`src/rtl/ranc_grid_pkg.sv`:
```
// Shared types and sizing for the RANC grid sequencer.
// Latency: n/a (declarations only).
// Backpressure: n/a.
package ranc_grid_pkg;

    localparam int DEF_NUM_AXONS   = 256;
    localparam int DEF_NUM_NEURONS = 256;

    // A one-entry loop still needs a 1-bit counter.
    function automatic int cnt_width(input int n);
        return (n > 1) ? $clog2(n) : 1;
    endfunction

    localparam int DEF_AXON_W   = cnt_width(DEF_NUM_AXONS);
    localparam int DEF_NEURON_W = cnt_width(DEF_NUM_NEURONS);

    typedef enum logic [2:0] {
        ST_IDLE,
        ST_INIT,
        ST_NEW,
        ST_SPIKE,
        ST_HOLD,
        ST_UPDATE,
        ST_DONE
    } grid_seq_state_t;

endpackage

```
`src/rtl/wrap_counter.sv`:
```
// Index counter with synchronous clear, increment and wrap at MAX_VAL.
// Latency: count changes on the edge after clr/inc; last is combinational from count.
// Backpressure: none; holds value when neither clr nor inc is asserted.
module wrap_counter #(
    parameter int MAX_VAL = 255,
    parameter int W       = 8
) (
    input  logic         clk,
    input  logic         reset_n,
    input  logic         clr,
    input  logic         inc,
    output logic [W-1:0] cnt,
    output logic         last
);

    assign last = (cnt == W'(MAX_VAL));

    always_ff @(posedge clk or negedge reset_n) begin
        if (!reset_n) begin
            cnt <= '0;
        end else if (clr) begin
            cnt <= '0;
        end else if (inc) begin
            cnt <= last ? '0 : cnt + W'(1);
        end
    end

endmodule

```
`src/rtl/neuron_grid_sequencer.sv`:
```
// Steps the neuron/axon grid datapath through one full timestep per tick.
// Latency: tick -> INIT next cycle; tick_done 2 + N*(A+2) + hold cycles after tick.
// Backpressure: write-back waits in HOLD while local_buffers_full; starts wait on cfg_busy.
module neuron_grid_sequencer
    import ranc_grid_pkg::*;
#(
    parameter int NUM_AXONS   = DEF_NUM_AXONS,
    parameter int NUM_NEURONS = DEF_NUM_NEURONS
) (
    input  logic                                 clk,
    input  logic                                 reset_n,
    input  logic                                 tick,
    input  logic                                 cfg_busy,
    input  logic                                 local_buffers_full,
    input  logic                                 overrun_clr,
    output logic                                 initial_axon_num,
    output logic                                 inc_axon_num,
    output logic                                 initial_neuron_num,
    output logic                                 inc_neuron_num,
    output logic                                 new_neuron,
    output logic                                 process_spike,
    output logic                                 update_potential,
    output logic [cnt_width(NUM_AXONS)-1:0]      axon_idx,
    output logic [cnt_width(NUM_NEURONS)-1:0]    neuron_idx,
    output logic                                 busy,
    output logic                                 tick_done,
    output logic                                 overrun
);

    grid_seq_state_t state, state_nxt;
    logic            pending;
    logic            start;
    logic            axon_last;
    logic            neuron_last;

    assign start = (state == ST_IDLE) && (tick || pending) && !cfg_busy;
    assign busy  = (state != ST_IDLE);

    always_ff @(posedge clk or negedge reset_n) begin
        if (!reset_n) begin
            state <= ST_IDLE;
        end else begin
            state <= state_nxt;
        end
    end

    // Any tick that cannot start immediately is remembered once; a second one is an overrun.
    always_ff @(posedge clk or negedge reset_n) begin
        if (!reset_n) begin
            pending <= 1'b0;
            overrun <= 1'b0;
        end else begin
            if (start) begin
                pending <= 1'b0;
            end else if (tick) begin
                pending <= 1'b1;
            end
            if (tick && pending) begin
                overrun <= 1'b1;
            end else if (overrun_clr) begin
                overrun <= 1'b0;
            end
        end
    end

    always_comb begin
        state_nxt          = state;
        initial_axon_num   = 1'b0;
        inc_axon_num       = 1'b0;
        initial_neuron_num = 1'b0;
        inc_neuron_num     = 1'b0;
        new_neuron         = 1'b0;
        process_spike      = 1'b0;
        update_potential   = 1'b0;
        tick_done          = 1'b0;
        case (state)
            ST_IDLE: begin
                if (start) state_nxt = ST_INIT;
            end
            ST_INIT: begin
                initial_axon_num   = 1'b1;
                initial_neuron_num = 1'b1;
                state_nxt          = ST_NEW;
            end
            ST_NEW: begin
                new_neuron = 1'b1;
                state_nxt  = ST_SPIKE;
            end
            ST_SPIKE: begin
                process_spike = 1'b1;
                inc_axon_num  = 1'b1;
                if (axon_last) state_nxt = local_buffers_full ? ST_HOLD : ST_UPDATE;
            end
            ST_HOLD: begin
                if (!local_buffers_full) state_nxt = ST_UPDATE;
            end
            ST_UPDATE: begin
                update_potential = 1'b1;
                inc_neuron_num   = 1'b1;
                initial_axon_num = 1'b1;
                state_nxt        = neuron_last ? ST_DONE : ST_NEW;
            end
            ST_DONE: begin
                tick_done = 1'b1;
                state_nxt = ST_IDLE;
            end
            default: state_nxt = ST_IDLE;
        endcase
    end

    wrap_counter #(
        .MAX_VAL (NUM_AXONS - 1),
        .W       (cnt_width(NUM_AXONS))
    ) u_axon_cnt (
        .clk     (clk),
        .reset_n (reset_n),
        .clr     (initial_axon_num),
        .inc     (inc_axon_num),
        .cnt     (axon_idx),
        .last    (axon_last)
    );

    wrap_counter #(
        .MAX_VAL (NUM_NEURONS - 1),
        .W       (cnt_width(NUM_NEURONS))
    ) u_neuron_cnt (
        .clk     (clk),
        .reset_n (reset_n),
        .clr     (initial_neuron_num),
        .inc     (inc_neuron_num),
        .cnt     (neuron_idx),
        .last    (neuron_last)
    );

endmodule

```
`config.mk`:
```
export PLATFORM = sky130hd
export DESIGN_NAME = neuron_grid_sequencer
export DESIGN_NICKNAME = d
export VERILOG_FILES = /design/src/rtl/ranc_grid_pkg.sv /design/src/rtl/wrap_counter.sv /design/src/rtl/neuron_grid_sequencer.sv
export SDC_FILE = /design/constraint.sdc
export NUM_CORES = 1
export LEC_CHECK = 0
export ABC_AREA = 0
export CAP_MARGIN = 0
export CORE_ASPECT_RATIO = 1.1
export CORE_MARGIN = 2
export CORE_UTILIZATION = 47
export CTS_CLUSTER_DIAMETER = 150
export DETAILED_ROUTE_END_ITERATION = 16
export PLACE_DENSITY = 0.87
export SLEW_MARGIN = 20
export SYNTH_ARGS = -nofsm -noshare
export SYNTH_HDL_FRONTEND = slang
export SYNTH_SLANG_ARGS = --single-unit
export TNS_END_PERCENT = 50
```
`constraint.sdc`:
```
create_clock -name clk -period 1.5 [get_ports clk]
set_input_delay 0.225 -clock clk [delete_from_list [all_inputs] [get_ports clk]]
set_output_delay 0.225 -clock clk [all_outputs]
set_load 0.03 [all_outputs]
```
-- Word-level counts from Yosys, hierarchy flattened
Cells that the tools add are included.
- flip-flop bits (word level): 21
- input port bits: 6
- output and inout bits: 26
- word-level logic and storage cells: 53
- add/sub/neg operators: 2
- equality and inequality tests: 11
- muxes and demuxes: 22
- reductions and logical operators: 13
- operators with widths (cell ; number):
    2-to-1 mux 8 bit ; 6
    one-hot mux 3 bit (6 select lines) ; 1
    adder 8 x 1 -> 8 bit, second input constant ; 2
    == test 8 bit, second input constant ; 2
    2-to-1 mux 3 bit ; 4
    2-to-1 mux 1 bit ; 11
    == test 3 bit, second input constant ; 3
    nonzero test 2 bit ; 4
    == test 3 x 2 -> 1 bit, second input constant ; 2
    inequality test 2 bit, second input constant ; 2
    == test 3 x 1 -> 1 bit, second input constant ; 1
    logical AND 1 bit ; 3
    logical NOT 3 bit ; 1
    AND reduction 3 bit ; 1
    nonzero test 3 bit ; 1
    inequality test 2 x 1 -> 1 bit, second input constant ; 1
    OR reduction 2 bit ; 1
    logical NOT 1 bit ; 1
    logical OR 1 bit ; 1

-- Depth between registers and ports, before layout
Gate-level depths: netlist (run 1).
- depth after elaboration: 5
- gate-level depth with buffers: 6
- gate-level depth less buffers: 6

-- Cells and area by module
Synthesis (run 1) repeated with hierarchy kept, for this count alone.
- cells, all modules: 126
- area, all modules: 1177.4 µm²
- by module, submodules not included (module ; instances ; cells each ; area each (µm²) ; seq. area each (µm²)):
    wrap_counter ; 2 ; 46 ; 434.2 ; 200.2
    neuron_grid_sequencer ; 1 ; 34 ; 309.0 ; 125.1

-- Least setup slack after synthesis (run 1)
OpenSTA, ideal clock, no wires.
- path kind: register to register
- start: register u_axon_cnt.cnt[0]
- end: register u_axon_cnt.cnt[5]
- setup time: 0.119 ns
- arrival time: 1.496 ns
- required time: 1.381 ns
- slack: -0.115 ns
- stages on the path, launching flop included: 6
- buffers on the path: 0
- cell sequence: dfrtp_1 > ha_1 > nand3_1 > o21ai_1 > o2111ai_1 > o21a_1
- cells in the longest elaborated chain, start to end: 4
- elaborated cells on any way between the ends: 5
- RTL lines (item ; line ; source):
    start: declaration ; wrap_counter.sv:12 ; output logic [W-1:0] cnt,
    start signal: assignment ; wrap_counter.sv:24 ; cnt <= last ? '0 : cnt + W'(1);
    adder 8 x 1 -> 8 bit / == test 8 bit (equally long branches) ; wrap_counter.sv:24, wrap_counter.sv:16 ;
    2-to-1 mux 8 bit (*) ; wrap_counter.sv:24 ;
    2-to-1 mux 8 bit (*) ; wrap_counter.sv:23 ; end else if (inc) begin
    2-to-1 mux 8 bit (*) ; wrap_counter.sv:21 ; end else if (clr) begin
Every way passes the cells marked *; elsewhere a longest branch is shown, timed or not. The select of a mux whose other input is x is not followed.
A chain may end at the register's enable or synchronous reset.

-- Worst setup path after layout (run 1)
- start: register state[2]
- end: output port process_spike
- cells in the longest elaborated chain, start to end: 2
- RTL lines (item ; line ; source):
    start: declaration ; neuron_grid_sequencer.sv:30 ; grid_seq_state_t state, state_nxt;
    start signal: assignment ; neuron_grid_sequencer.sv:43 ; state <= state_nxt;
    == test 3 x 2 -> 1 bit ; neuron_grid_sequencer.sv:76 ; case (state)
    2-to-1 mux 1 bit ; neuron_grid_sequencer.sv:76 ;
    end: declaration ; neuron_grid_sequencer.sv:21 ; output logic process_spike,
No other way between the ends.

==> impl_metrics.toml, run 1 <==
[clocking]
cts_hold_buf = 0
cts_root_buffer = "clkbuf_4"
clkSinkCount = 21
clkSlewWorstSetupHoldPaths_ns = 0.12
cts_buffer_depth = 2
htree_levels = 1
cts_tree = "done"
cts_buffers = 3
clkLatencyLatePin_ns = 0.31

[placement]
place_congestion = 0.8232
dp_hpwl_mm = 2.017
io_buffers = 31

[routing]
avgViaCountPerCell = 5.842
finalWirelength_mm = 2.911
drcViolationCount = 0
vias = 1145
drt-initial-drc-count = 26
ant_nets = 0
firstDrtPassIters = 4
wl_per_cell_um = 14.85

[timing]
setup_viol = 2
fin_crit_sh_pct = 100.1
finalMaxSlewViolations = 0
clock.fmax_mhz = 666.0
fin_hold_ws_ns = 0.2483
slew-limit-headroom_pct = 76.42
hold_violations = 0
rsz0062_at_grt = "yes"
finalWorstSetupSlack_ns = -0.001526
finalCriticalPeriod_ns = 1.502
skew_ns = 0.007772
tightest_slew_ns = 0.3537

[hold_path]
hp-class = "in -> async"

[global_route]
grt_start_max_net_pins = 22
track_usage_pct = 20.32
first_global_vias = 1022
grt.overflow.total = 0
antenna_found_initial = 0
grt_pass1_wl_mm = 4.547

[flow_run]
cap_violations = 0

[critical_path]
crit_fanout = 9
slowest_stage = "dfrtp_1"
worstSetupPathType = "reg -> out"
crit_chain = "buf_8, nand3b_4, inv_4, buf_6"
endpoint_kind = "output port"
critPathLaunchType = "flip-flop"
cp.required_ns = 1.27
slowest_delay_ns = 0.43
cp.arrival_ns = 1.28

[cells_and_area]
layout-drive-gt1-share_pct = 28.92
final_core_util_pct = 73.71
syn_to_final_growth_pct = 46.29
nets = 175
fillers = 185
diodes = 0

[yosys]
synth-main-ff-cell = "dfrtp_1"
synth_cell_types = 39
syn_area_um2 = 1146
synth_edf_count = 0
synth_top_area_share_pct = 45.85
syn_inst = 123
ys_ff_latch = 21
avgSynthCellArea_um2 = 9.318
synth_nets = 131
ys_seq_area_share_pct = 45.85
synthArstFlopShare_pct = 100.0
ys_top_cells_by_area = "dfrtp_1 46%, nand2_1 4.9%, o21ai_0 4.4%"
yosys_warnings = 0
yosysTopAreaCell = "dfrtp_1"

[floorplan]
dieArea_um2 = 2850
ios = 32
start_util_pct = 50.39
core_um2 = 2275
rows = 18
die_h_um = 55.79
die_x_um = 51.09

[power]
power.density_nw_per_um2 = 525.6
p_leak_uw = 0.0007599
irDropWorstVdd_v = 0.0004395

[outcome]
violations = "setup timing"
status = "finished, violations left"
[critical path, delay by kind of cell (launching register included)]
kind,cells,cell delay (ns)
AND/OR/NAND/NOR,1,0.17
buffers and inverters,3,0.38
flip-flops,1,0.43
[area by class of cell]
| cell class | instances | area (µm²) | share of cell area (%) |
|---|---|---|---|
| Timing Repair Buffer | 44 | 421.7 | 25.15 |
| Tap cell | 30 | 37.54 | 2.239 |
| Clock buffer | 4 | 26.28 | 1.567 |
| Sequential cell | 21 | 530.5 | 31.64 |
| Multi-Input combinational cell | 91 | 620.6 | 37.01 |
| Inverter | 6 | 40.04 | 2.388 |
[placed cells by master (no fill, tap or decap), drive strengths merged, types with 3 or more instances in the layout]
master / netlist / final
buf: 5 / 22
dfrtp: 21 / 21
dlygate4sd2: 0 / 17
nand2: 17 / 17
o21ai: 11 / 11
nand3: 9 / 9
nor2: 9 / 9
inv: 6 / 6
a21oi: 5 / 5
clkdlybuf4s50: 0 / 5
a31oi: 4 / 4
clkbuf: 0 / 4
and3: 3 / 3
nand4: 3 / 3
nor3: 3 / 3
[final timing paths]
path                       cells after the start                   to  slack (ns)                start
setup / recovery                               4        process_spike      -0.002             state[2]
hold / removal                                 2    u_axon_cnt.cnt[3]        0.25              reset_n
setup reg to reg                               5    u_axon_cnt.cnt[5]        0.05    u_axon_cnt.cnt[0]
hold reg to reg                                1  u_neuron_cnt.cnt[5]        0.52  u_neuron_cnt.cnt[5]
max in group asynchronous                      2  u_neuron_cnt.cnt[1]        1.00              reset_n
min in group clk                               2              overrun        0.48          overrun_clr
[through the flow]
step | setup slack, ns | instances | instance area [µm²] | TNS, ns | total power [µW]
after global placement | -0.05234 | 188 | 1518 | -0.05234 | 618.5
after detailed placement | -0.1151 | 188 | 1518 | -0.1151 | 619.6
after floorplan | -0.03765 | 123 | 1159 | -0.04974 | 587.0
after CTS | -0.1540 | 192 | 1555 | -0.6955 | 890.8
final | -0.001526 | 196 | 1677 | -0.002945 | 881.3
after global routing | -0.05723 | 196 | 1677 | -0.4274 | 917.0
[routing by layer]
layer / global-route usage, % / vias to the layer above / routed length [µm]
met4: 5.792 / 0 / 78
li1: - / 541 / -
met3: 2.419 / 8 / 128
met1: 23.88 / 556 / 1102
met2: 37.66 / 40 / 1602
met5: 0 / - / 0
[flip-flops by register name, indices dropped and copies added, names as in the netlist]
register and cells:
u_axon_cnt.cnt 8, u_neuron_cnt.cnt 8, state 3, overrun 1, pending 1
[cells by family after synthesis]
family          count (synthesis)  share of synthesized area (%)
simple gates                   52                          23.69
compound gates                 35                          21.29
flops                          21                          45.85
buf+inv                        11                          5.130
mux                             2                          1.856
fa+ha+maj                       2                          2.183
[where the power goes]
group / switching (µW) / internal, µW
Sequential: 0.797 / 568
Clock: 171 / 104
Combinational: 20.9 / 16.9
[Yosys cell counts, types with 3 or more instances]
library cell	number
dfrtp_1	21
inv_1	4
a21oi_1	5
nor2_1	9
o21ai_0	10
nand3_1	9
nor3_1	3
nand4_1	3
nand2_1	15
a31oi_1	4
and3_1	3
[what timing repair did]
item	4_1_cts	5_1_grt
setup endpoints to repair	26	18
resized for setup	29	26
setup buffers	0	4
pin swaps	0	2
No activity file was read; power rests on OpenSTA's default activity.
==> run 2: changes to the inputs <==
--- a/config.mk
+++ b/config.mk
@@ -12,6 +12,7 @@
 export CORE_UTILIZATION = 47
 export CTS_CLUSTER_DIAMETER = 150
 export DETAILED_ROUTE_END_ITERATION = 16
+export HOLD_SLACK_MARGIN = 0.03
 export PLACE_DENSITY = 0.87
 export SLEW_MARGIN = 20
 export SYNTH_ARGS = -nofsm -noshare
==> results of run 2 <==
No change in the layout: final DEF, timing and power equal those of run 1.
==> run 3: changes to the inputs <==
--- a/config.mk
+++ b/config.mk
@@ -7,7 +7,6 @@
 export LEC_CHECK = 0
 export ABC_AREA = 0
 export CAP_MARGIN = 0
-export CORE_ASPECT_RATIO = 1.1
 export CORE_MARGIN = 2
 export CORE_UTILIZATION = 47
 export CTS_CLUSTER_DIAMETER = 150
==> impl_metrics.toml, run 3 (same netlist as run 1, synthesis figures left out) <==
[outcome]
status = "finished, violations left"
violations = "setup timing"

[routing]
wl_per_cell_um = 17.06
finalWirelength_mm = 3.582
firstDrtPassIters = 4
vias = 1248
drcViolationCount = 0
avgViaCountPerCell = 5.943
drt-initial-drc-count = 66
ant_nets = 0

[critical_path]
critPathLaunchType = "flip-flop"
worstSetupPathType = "reg -> out"
path_common_cell = "buf_6"
critPathTopFamily = "buffers and inverters"
crit_fanout = 6
slowest_delay_ns = 0.43
cp.arrival_ns = 1.36
cp.required_ns = 1.27
crit_chain = "buf_6, nand3b_4, inv_4, buf_6, buf_6"
slowest_stage = "dfrtp_1"
endpoint_kind = "output port"
crit_buf_inv = 4

[cells_and_area]
layout_commonest_cell = "buf_4"
reg_top3 = "u_axon_cnt.cnt (8), u_neuron_cnt.cnt (8), state (3)"
layout.cells.non_filler = 210
layout-drive-gt1-share_pct = 36.26
syn_to_final_growth_pct = 57.21
nets = 191
final_cell_mix = "26 x buf_4, 17 x dlygate4sd2_1, 17 x dfrtp_1"
diodes = 0

[global_route]
grt_start_max_net_pins = 22
grt.overflow.total = 0
track_usage_pct = 26.56
first_global_vias = 1212
grtUsageMet1_pct = 30.91
antenna_found_initial = 0
grt-busiest-layer = "met2"
grt_pass1_wl_mm = 5.464
met3_usage_pct = 3.390
use_met2_pct = 49.59

[clocking]
cts_buffer_depth = 2
htree_levels = 1
cts_tree = "done"
cts_root_buffer = "clkbuf_4"
clkSlewWorstSetupHoldPaths_ns = 0.13
clkSinkCount = 21
cts_hold_buf = 0
cts_buffers = 3
clkLatencyLatePin_ns = 0.32

[hold_path]
hp-class = "in -> async"

[floorplan]
die_x_um = 53.38
core_um2 = 2255
ios = 32
start_util_pct = 50.83
dieArea_um2 = 2849
die_h_um = 53.38
rows = 17

[timing]
finalCriticalPeriod_ns = 1.584
fin_hold_ws_ns = 0.2314
rsz0062_at_grt = "yes"
skew_ns = 0.006151
hold_violations = 0
slew-limit-headroom_pct = 76.36
setup_viol = 7
tightest_slew_ns = 0.3508
finalMaxSlewViolations = 0
finalWorstSetupSlack_ns = -0.08407
fin_crit_sh_pct = 105.6
clock.fmax_mhz = 631.3

[power]
fin_total_pwr_uw = 902.6
p_leak_uw = 0.0008404
irDropWorstVdd_v = 0.0004577
power.density_nw_per_um2 = 501.0

[placement]
place_congestion = 0.7715
dp_hpwl_mm = 2.062
numPlacedInstances = 189
io_buffers = 31

[flow_run]
cap_violations = 0
run 3: routing by layer:
layer	part of all wire [%]	wire length (µm)
met2	52	1855
met1	39	1386
met5	0	0
met4	3.2	116
met3	6.2	223
run 3: what timing repair did:
| item | 4_1_cts | 5_1_grt |
|---|---|---|
| endpoints found under the hold margin | 0 | 0 |
| setup buffers | 15 | 3 |
| gates resized for setup | 37 | 20 |
| setup endpoints to repair | 25 | 18 |
| pin swaps | 2 | 7 |
run 3: area by class of cell:
class	instances	area, µm²
multi-input combinational	91	646.9
clock buffer	4	26.28
sequential	21	530.5
inverter	6	33.78
tap	28	35.03
timing repair buffer	60	529.3
fill	165	452.9
run 3: final timing paths:
path                                startpoint                  end  slack (ns)  depth (start not counted)
min                                    reset_n              overrun        0.23                          2
max                                   state[2]        process_spike       -0.08                          5
max reg2reg                u_neuron_cnt.cnt[0]             state[2]       -0.03                          4
min in group clk                   overrun_clr              overrun        0.46                          2
max in group asynchronous              reset_n  u_neuron_cnt.cnt[4]        1.02                          2
min reg2reg                            overrun              overrun        0.53                          2
run 3: power by group:
| group | leakage, µW | internal, µW | switching (µW) |
|---|---|---|---|
| Clock | 0.0000150 | 104 | 191 |
| Sequential | 0.000247 | 568 | 0.818 |
| Combinational | 0.000578 | 16.9 | 21.8 |
| Total | 0.000840 | 689 | 214 |
run 3: metrics by stage:
step / util (%) / TNS (ns) / worst slack, ns / cell area [µm²]
floorplan: - / -0.04974 / -0.03765 / 1159
global placement: 68.20 / -0.05324 / -0.05324 / 1538
detailed placement: 68.20 / -0.08512 / -0.08512 / 1538
CTS: 76.42 / -0.8780 / -0.1650 / 1723
global route: 79.91 / -0.7500 / -0.1282 / 1802
finish: 79.91 / -0.3526 / -0.08407 / 1802
run 3: worst register-to-register path, stage by stage, from the launching register on:
cell and delay [ns]:
dfrtp_1 0.42, ha_2 0.31, nand2_1 0.15, o21ai_0 0.35, a32o_1 0.24
